`config.mk`:
```
export PLATFORM = sky130hd
export DESIGN_NAME = opb_status_bank_flat
export DESIGN_NICKNAME = d
export VERILOG_FILES = /design/src/rtl/opb_status_bank_pkg.sv /design/src/rtl/opb_status_bank_if.sv /design/src/rtl/opb_status_bank_status_word_cell.sv /design/src/rtl/opb_status_bank.sv /design/src/flat_wrapper.sv
export SDC_FILE = /design/constraint.sdc
export NUM_CORES = 1
export LEC_CHECK = 0
export BUFFER_PORTS_ARGS = -buffer_cell sky130_fd_sc_hd__buf_4
export CAP_MARGIN = 20
export CELL_PAD_IN_SITES_DETAIL_PLACEMENT = 0
export CELL_PAD_IN_SITES_GLOBAL_PLACEMENT = 1
export CORE_ASPECT_RATIO = 1.1
export CORE_MARGIN = 3
export CORE_UTILIZATION = 35
export CTS_CLUSTER_SIZE = 10
export DETAILED_ROUTE_END_ITERATION = 6
export PLACE_DENSITY_LB_ADDON = 0.1
export SLEW_MARGIN = 40
export SYNTH_ARGS = -nofsm -noshare
export SYNTH_HDL_FRONTEND = slang
export SYNTH_HIERARCHICAL = 1
export SYNTH_SLANG_ARGS = --single-unit
```
`constraint.sdc`:
```
create_clock -name OPB_Clk -period 3.9 [get_ports OPB_Clk]
set_clock_uncertainty 0.2 [all_clocks]
set_input_delay 0.585 -clock OPB_Clk [delete_from_list [all_inputs] [get_ports OPB_Clk]]
set_output_delay 0.585 -clock OPB_Clk [all_outputs]
set_load 0.02 [all_outputs]
```
`src/rtl/opb_status_bank_pkg.sv`:
```
// opb_status_bank_pkg: shared constants, word modes and OPB bit-order helper
package opb_status_bank_pkg;
  localparam logic [7:0] CTRL_OFFSET = 8'h80;
  localparam int SNAP_BIT = 0;
  localparam int CLR_BIT = 1;
  typedef enum logic [1:0] {MODE_LIVE, MODE_SNAP, MODE_STICKY} mode_e;
  typedef enum logic {S_IDLE, S_ACK} state_e;
  function automatic mode_e mode_of(input logic [31:0] snap_m, input logic [31:0] sticky_m, input int i);
    return sticky_m[5'(i)] ? MODE_STICKY : snap_m[5'(i)] ? MODE_SNAP : MODE_LIVE;
  endfunction
  // OPB numbers bits MSB-first, so OPB bit n carries word bit 31-n; works in both directions
  function automatic logic [0:31] opb_rev(input logic [31:0] w);
    return w;
  endfunction
endpackage

```
`src/rtl/opb_status_bank_if.sv`:
```
// opb_status_bank_if: OPB slave-side bus bundle
interface opb_status_bank_if;
  logic [0:31] OPB_ABus;
  logic [0:3] OPB_BE;
  logic [0:31] OPB_DBus;
  logic OPB_RNW;
  logic OPB_select;
  logic OPB_seqAddr;
  logic [0:31] Sl_DBus;
  logic Sl_xferAck;
  logic Sl_errAck;
  logic Sl_retry;
  logic Sl_toutSup;
  modport master (
    output OPB_ABus, OPB_BE, OPB_DBus, OPB_RNW, OPB_select, OPB_seqAddr,
    input Sl_DBus, Sl_xferAck, Sl_errAck, Sl_retry, Sl_toutSup
  );
  modport slave (
    input OPB_ABus, OPB_BE, OPB_DBus, OPB_RNW, OPB_select, OPB_seqAddr,
    output Sl_DBus, Sl_xferAck, Sl_errAck, Sl_retry, Sl_toutSup
  );
endinterface

```
`src/rtl/opb_status_bank_status_word_cell.sv`:
```
// status_word_cell: one held status word in live, snapshot or sticky mode
module status_word_cell
  import opb_status_bank_pkg::*;
#(
  parameter mode_e MODE = MODE_LIVE
) (
  input  logic        clk,
  input  logic        rst,
  input  logic [31:0] d_i,
  input  logic        snap_i,
  input  logic        clr_i,
  output logic [31:0] q_o
);
  logic [31:0] q_q, q_d;
  // a clear keeps bits arriving in the same cycle so no event is lost
  always_comb
    q_d = MODE == MODE_STICKY ? (clr_i ? d_i : q_q | d_i) :
          MODE == MODE_SNAP   ? (snap_i ? d_i : q_q) : d_i;
  always_ff @(posedge clk)
    if (rst) q_q <= '0;
    else q_q <= q_d;
  assign q_o = q_q;
endmodule

```
`src/rtl/opb_status_bank.sv`:
```
// opb_status_bank: OPB slave exposing C_NUM_REGS live/snapshot/sticky status words plus a CTRL word
module opb_status_bank
  import opb_status_bank_pkg::*;
#(
  parameter logic [31:0] C_BASEADDR    = 32'h01008100,
  parameter logic [31:0] C_HIGHADDR    = 32'h010081FF,
  parameter int          C_OPB_AWIDTH  = 32,
  parameter int          C_OPB_DWIDTH  = 32,
  parameter int          C_NUM_REGS    = 4,
  parameter logic [31:0] C_SNAP_MASK   = 32'h0,
  parameter logic [31:0] C_STICKY_MASK = 32'h0
) (
  input  logic                     OPB_Clk,
  input  logic                     OPB_Rst,
  opb_status_bank_if.slave         bus,
  input  logic [C_NUM_REGS*32-1:0] user_data_in,
  input  logic                     user_snap
);
  logic [C_OPB_AWIDTH-1:0] addr, off;
  logic [C_OPB_DWIDTH-1:0] wdata, rdata_q, rdata_d;
  logic [31:0] cnt_q, cnt_d;
  logic [31:0] held [C_NUM_REGS];
  logic [31:0] rd_or [C_NUM_REGS+1];
  logic [C_NUM_REGS-1:0] sel;
  state_e state_q, state_d;
  logic hit, accept, low, is_ctrl, ctrl_wr, snap, clr, unused;
  assign addr = bus.OPB_ABus;
  assign off = addr - C_BASEADDR;
  assign wdata = opb_rev(bus.OPB_DBus);
  assign hit = bus.OPB_select && addr >= C_BASEADDR && addr <= C_HIGHADDR;
  assign accept = hit && state_q == S_IDLE;
  assign low = off[C_OPB_AWIDTH-1:8] == '0;
  assign is_ctrl = low && off[7:2] == CTRL_OFFSET[7:2];
  assign ctrl_wr = accept && !bus.OPB_RNW && is_ctrl && bus.OPB_BE[3];
  assign snap = user_snap || (ctrl_wr && wdata[SNAP_BIT]);
  assign clr = ctrl_wr && wdata[CLR_BIT];
  assign cnt_d = cnt_q + 32'(snap);
  assign rd_or[0] = is_ctrl ? cnt_q : '0;
  assign rdata_d = accept ? (bus.OPB_RNW ? rd_or[C_NUM_REGS] : '0) : rdata_q;
  assign unused = ^{bus.OPB_seqAddr, off[1:0], wdata[31:2], bus.OPB_BE[0:2]};
  for (genvar i = 0; i < C_NUM_REGS; i++) begin : g_cell
    assign sel[i] = low && off[7:2] == 6'(i);
    assign rd_or[i+1] = rd_or[i] | (sel[i] ? held[i] : '0);
    status_word_cell #(.MODE(mode_of(C_SNAP_MASK, C_STICKY_MASK, i))) u_cell (
      .clk   (OPB_Clk),
      .rst   (OPB_Rst),
      .d_i   (user_data_in[32*i +: 32]),
      .snap_i(snap),
      .clr_i (clr || (accept && bus.OPB_RNW && sel[i])),
      .q_o   (held[i])
    );
  end
  always_ff @(posedge OPB_Clk)
    if (OPB_Rst) state_q <= S_IDLE;
    else state_q <= state_d;
  always_comb state_d = accept ? S_ACK : S_IDLE;
  always_comb begin
    bus.Sl_xferAck = state_q == S_ACK;
    bus.Sl_DBus = state_q == S_ACK ? opb_rev(rdata_q) : '0;
    bus.Sl_errAck = 1'b0;
    bus.Sl_retry = 1'b0;
    bus.Sl_toutSup = 1'b0;
  end
  always_ff @(posedge OPB_Clk)
    if (OPB_Rst) begin
      rdata_q <= '0;
      cnt_q <= '0;
    end else begin
      rdata_q <= rdata_d;
      cnt_q <= cnt_d;
    end
endmodule

```
`src/flat_wrapper.sv`:
```
// flat-port wrapper written by rule: the top's interface ports become plain ports
module opb_status_bank_flat import opb_status_bank_pkg::*;
#(
  parameter logic [31:0] C_BASEADDR    = 32'h01008100,
  parameter logic [31:0] C_HIGHADDR    = 32'h010081FF,
  parameter int          C_OPB_AWIDTH  = 32,
  parameter int          C_OPB_DWIDTH  = 32,
  parameter int          C_NUM_REGS    = 4,
  parameter logic [31:0] C_SNAP_MASK   = 32'h0,
  parameter logic [31:0] C_STICKY_MASK = 32'h0
)
  (OPB_Clk, OPB_Rst, user_data_in, user_snap, bus_OPB_ABus, bus_OPB_BE, bus_OPB_DBus, bus_OPB_RNW, bus_OPB_select, bus_OPB_seqAddr, bus_Sl_DBus, bus_Sl_xferAck, bus_Sl_errAck, bus_Sl_retry, bus_Sl_toutSup);
  opb_status_bank_if bus_i ();
  input  logic OPB_Clk;
  input  logic OPB_Rst;
  input  logic [C_NUM_REGS*32-1:0] user_data_in;
  input  logic user_snap;
  input wire logic [$bits(bus_i.OPB_ABus)-1:0] bus_OPB_ABus;
  input wire logic [$bits(bus_i.OPB_BE)-1:0] bus_OPB_BE;
  input wire logic [$bits(bus_i.OPB_DBus)-1:0] bus_OPB_DBus;
  input wire logic [$bits(bus_i.OPB_RNW)-1:0] bus_OPB_RNW;
  input wire logic [$bits(bus_i.OPB_select)-1:0] bus_OPB_select;
  input wire logic [$bits(bus_i.OPB_seqAddr)-1:0] bus_OPB_seqAddr;
  output wire logic [$bits(bus_i.Sl_DBus)-1:0] bus_Sl_DBus;
  output wire logic [$bits(bus_i.Sl_xferAck)-1:0] bus_Sl_xferAck;
  output wire logic [$bits(bus_i.Sl_errAck)-1:0] bus_Sl_errAck;
  output wire logic [$bits(bus_i.Sl_retry)-1:0] bus_Sl_retry;
  output wire logic [$bits(bus_i.Sl_toutSup)-1:0] bus_Sl_toutSup;
  assign bus_i.OPB_ABus = bus_OPB_ABus;
  assign bus_i.OPB_BE = bus_OPB_BE;
  assign bus_i.OPB_DBus = bus_OPB_DBus;
  assign bus_i.OPB_RNW = bus_OPB_RNW;
  assign bus_i.OPB_select = bus_OPB_select;
  assign bus_i.OPB_seqAddr = bus_OPB_seqAddr;
  assign bus_Sl_DBus = bus_i.Sl_DBus;
  assign bus_Sl_xferAck = bus_i.Sl_xferAck;
  assign bus_Sl_errAck = bus_i.Sl_errAck;
  assign bus_Sl_retry = bus_i.Sl_retry;
  assign bus_Sl_toutSup = bus_i.Sl_toutSup;
  opb_status_bank #(.C_BASEADDR(C_BASEADDR), .C_HIGHADDR(C_HIGHADDR), .C_OPB_AWIDTH(C_OPB_AWIDTH), .C_OPB_DWIDTH(C_OPB_DWIDTH), .C_NUM_REGS(C_NUM_REGS), .C_SNAP_MASK(C_SNAP_MASK), .C_STICKY_MASK(C_STICKY_MASK)) u_core (.OPB_Clk(OPB_Clk), .OPB_Rst(OPB_Rst), .bus(bus_i), .user_data_in(user_data_in), .user_snap(user_snap));
endmodule
```
==> reports/results.tsv <==
stage	metric	value	unit
critical_path	crit_family	simple AND/OR/NAND/NOR gates	
global_route	grt_use_met1	22.66	%
global_route	grt_use_total	17.37	%
critical_path	path_class	input pin to flip-flop	
timing	period_needed	3.663	ns
yosys	synth_warnings	6	
clocking	cts_hold_buf	0	
place	hpwl	15260	um
cells_and_area	fillers	2003	
die	fp.dieW	146.3	um
die	rows	55	
yosys	syn-cell-area	7577	um^2
clocking	post_cts_buffers	0	
critical_path	worstPathMaxFanout	9	
clocking	clock_latency	0.43	ns
timing	final_max_slew_viol_count	0	
critical_path	cp.required	3.99	ns
global_route	antenna_found_initial	0	
critical_path	crit_chain	buf_4 -> or4_4 -> buf_4 -> nor4_4 -> a2111oi_0 -> a2111oi_4 -> nand3_1 -> o21bai_1 -> ha_1 -> ha_1 -> and2_0 -> and4_1 -> buf_4 -> nand4_1 -> xor2_1 -> nor2_1	
clocking	numCtsBuffers	17	
pwr	power_frac_comb	7.7	%
clocking	clk_pin_slew	0.07	ns
clocking	cts_max_path_buffers	2	
yosys	synth_cells	758	
global_route	grt_pass1_vias	6232	
global_route	globalRouteOverflowTotal	0	
critical_path	critPathMaxStageDelay	0.54	ns
pwr	p_sw	0.9545	mW
run	max_cap_violations	0	
routing	drt_iter0_drc	500	
clocking	root_buffer	clkbuf_16	
pwr	p_clk_share	41.9	%
timing	finalSetupViolCount	0	
routing	routed_wl	20780	um
global_route	grt_max_degree	117	
timing	worst_hold_slack	0.1590	ns
place	gp_congestion	0.8528	
pwr	power.density	409.8	nW/um^2
die	initial_core_util	36.22	%
timing	tightest_slew	0.8224	ns
pwr	p_int	3.138	mW
critical_path	critPathSlowestCell	or4_4	
cells_and_area	nets	1153	
global_route	met3_usage	4.543	%
routing	via_count	6063	
yosys	syn_avg_cell_area	9.996	um^2
die	core_area	20920	um^2
routing	drcViolationCount	0	
clocking	cts_tree	done	
place	port_buffers	197	
die	dieArea	23450	um^2
critical_path	path_common_cell	buf_4	
routing	wire_per_inst	16.65	um
outcome	outcome	completed	
critical_path	arrival	3.75	ns
routing	via_per_inst	4.858	
routing	first_pass_iters	7	
pwr	irDropWorstVdd	0.3086	mV
pwr	switching_share	23.32	%
clocking	clock_sinks	193	
global_route	busiest_layer	met2	
timing	rsz0062_at_grt	false	
timing	period_share	93.92	%
cells_and_area	syn2layout_area_growth	31.80	%
timing	max_slew_margin	43.75	%
die	num_io_pins	238	
cells_and_area	finalInstanceArea	9987	um^2
cells_and_area	drive_above_1_share	28.07	%
die	die_h	160.3	um
routing	ant_nets	0	
pwr	leakagePower	4.004	nW
place	place_area	9389	um^2
timing	fmax	273.0	MHz
clocking	htreeDepth	4	
timing	hold_violations	0	
critical_path	endpoint_kind	flip-flop	
critical_path	cp_num_buf_inv	3	
critical_path	start_kind	input pin	
pwr	seq_power_share	50.4	%
global_route	grt_pass1_wl	32820	um
worst_hold_path	hp-class	input pin to flip-flop	
global_route	grt_util_met2	28.53	%
clocking	postCtsResizedCells	0	
==> registers in the layout, summed over array words and instances, names as in the netlist <==
signal	flops
u_core/bus.Sl_xferAck	1
u_core/cnt_q	32
u_core/g_cell.u_cell/q_o	128
u_core/rdata_q	32
==> layout by cell type, fill, tap and decap left out, types with 31 or more instances in the layout <==
cell type	instances
buf_4	222
dfxtp_1	193
nor2b_1	133
nor2_1	36
nor4_1	36
a21oi_1	35
and2_1	33
mux2i_1	32
a222oi_1	32
o21ai_1	31
==> routing by layer <==
metal | vias up | routed length, um
met4 | 0 | 239
met2 | 210 | 9714
met3 | 14 | 1533
met1 | 2776 | 9289
met5 | - | 0
li1 | 3063 | -
==> power groups by stage <==
| stage | combinational [mW] | sequential [mW] | clock (mW) |
|---|---|---|---|
| after floorplan | 0.143 | 2.10 | 0 |
| after global placement | 0.313 | 2.11 | 0 |
| after detailed placement | 0.317 | 2.11 | 0 |
| after CTS | 0.319 | 2.06 | 1.76 |
| after global routing | 0.345 | 2.07 | 1.84 |
| final | 0.315 | 2.06 | 1.72 |
==> worst reg2reg max path, cell delays in order, from the launching register on <==
cell and delay (ns):
dfxtp_1 0.31, or4bb_1 0.46, nor4_1 0.22, and4_1 0.28, nand3_1 0.09, o21bai_1 0.17
ha_1 0.20, ha_1 0.16, and2_0 0.15, and4_1 0.22, buf_4 0.18, nand4_1 0.13
xor2_1 0.16, nor2_1 0.05
==> cell type report <==
type / count / area [um^2] / share of cell area, %
clock buffer: 18 / 429.2 / 4.297
antenna: 1 / 2.502 / 0.02506
clock inverter: 14 / 163.9 / 1.641
tap: 285 / 356.6 / 3.571
multi-input combinational: 509 / 3472 / 34.77
sequential: 193 / 3864 / 38.69
timing repair buffer: 223 / 1680 / 16.83
inverter: 5 / 18.77 / 0.1879
==> path summary, 6_finish.rpt <==
check	start	end	slack (ns)	depth (start not counted)
worst max register to register	u_core/bus.Sl_xferAck$_SDFF_PP0_	u_core/cnt_q[24]$_SDFF_PP0_	0.81	13
worst min register to register	u_core/rdata_q[15]$_SDFFE_PP0N_	u_core/rdata_q[15]$_SDFFE_PP0N_	0.26	2
worst min-delay path	user_data_in[52]	u_core/g_cell[1].u_cell/q_o[20]$_SDFF_PP0_	0.16	2
worst max-delay path	bus_OPB_ABus[20]	u_core/cnt_q[24]$_SDFF_PP0_	0.24	16
==> stage by stage <==
step | setup WS [ns] | TNS (ns) | total power, mW | std cells | util, %
after floorplan | -0.002652 | -0.002652 | 2.245 | 760 | -
after global placement | -0.09886 | -0.5689 | 2.420 | 1215 | 44.86
after detailed placement | -0.2335 | -2.215 | 2.426 | 1215 | 44.88
after CTS | 0.2065 | 0 | 4.141 | 1247 | 47.72
after global routing | 0.02653 | 0 | 4.254 | 1247 | 47.73
final | 0.2372 | 0 | 4.093 | 1248 | 47.74
Power figures use the tool's default switching activity.
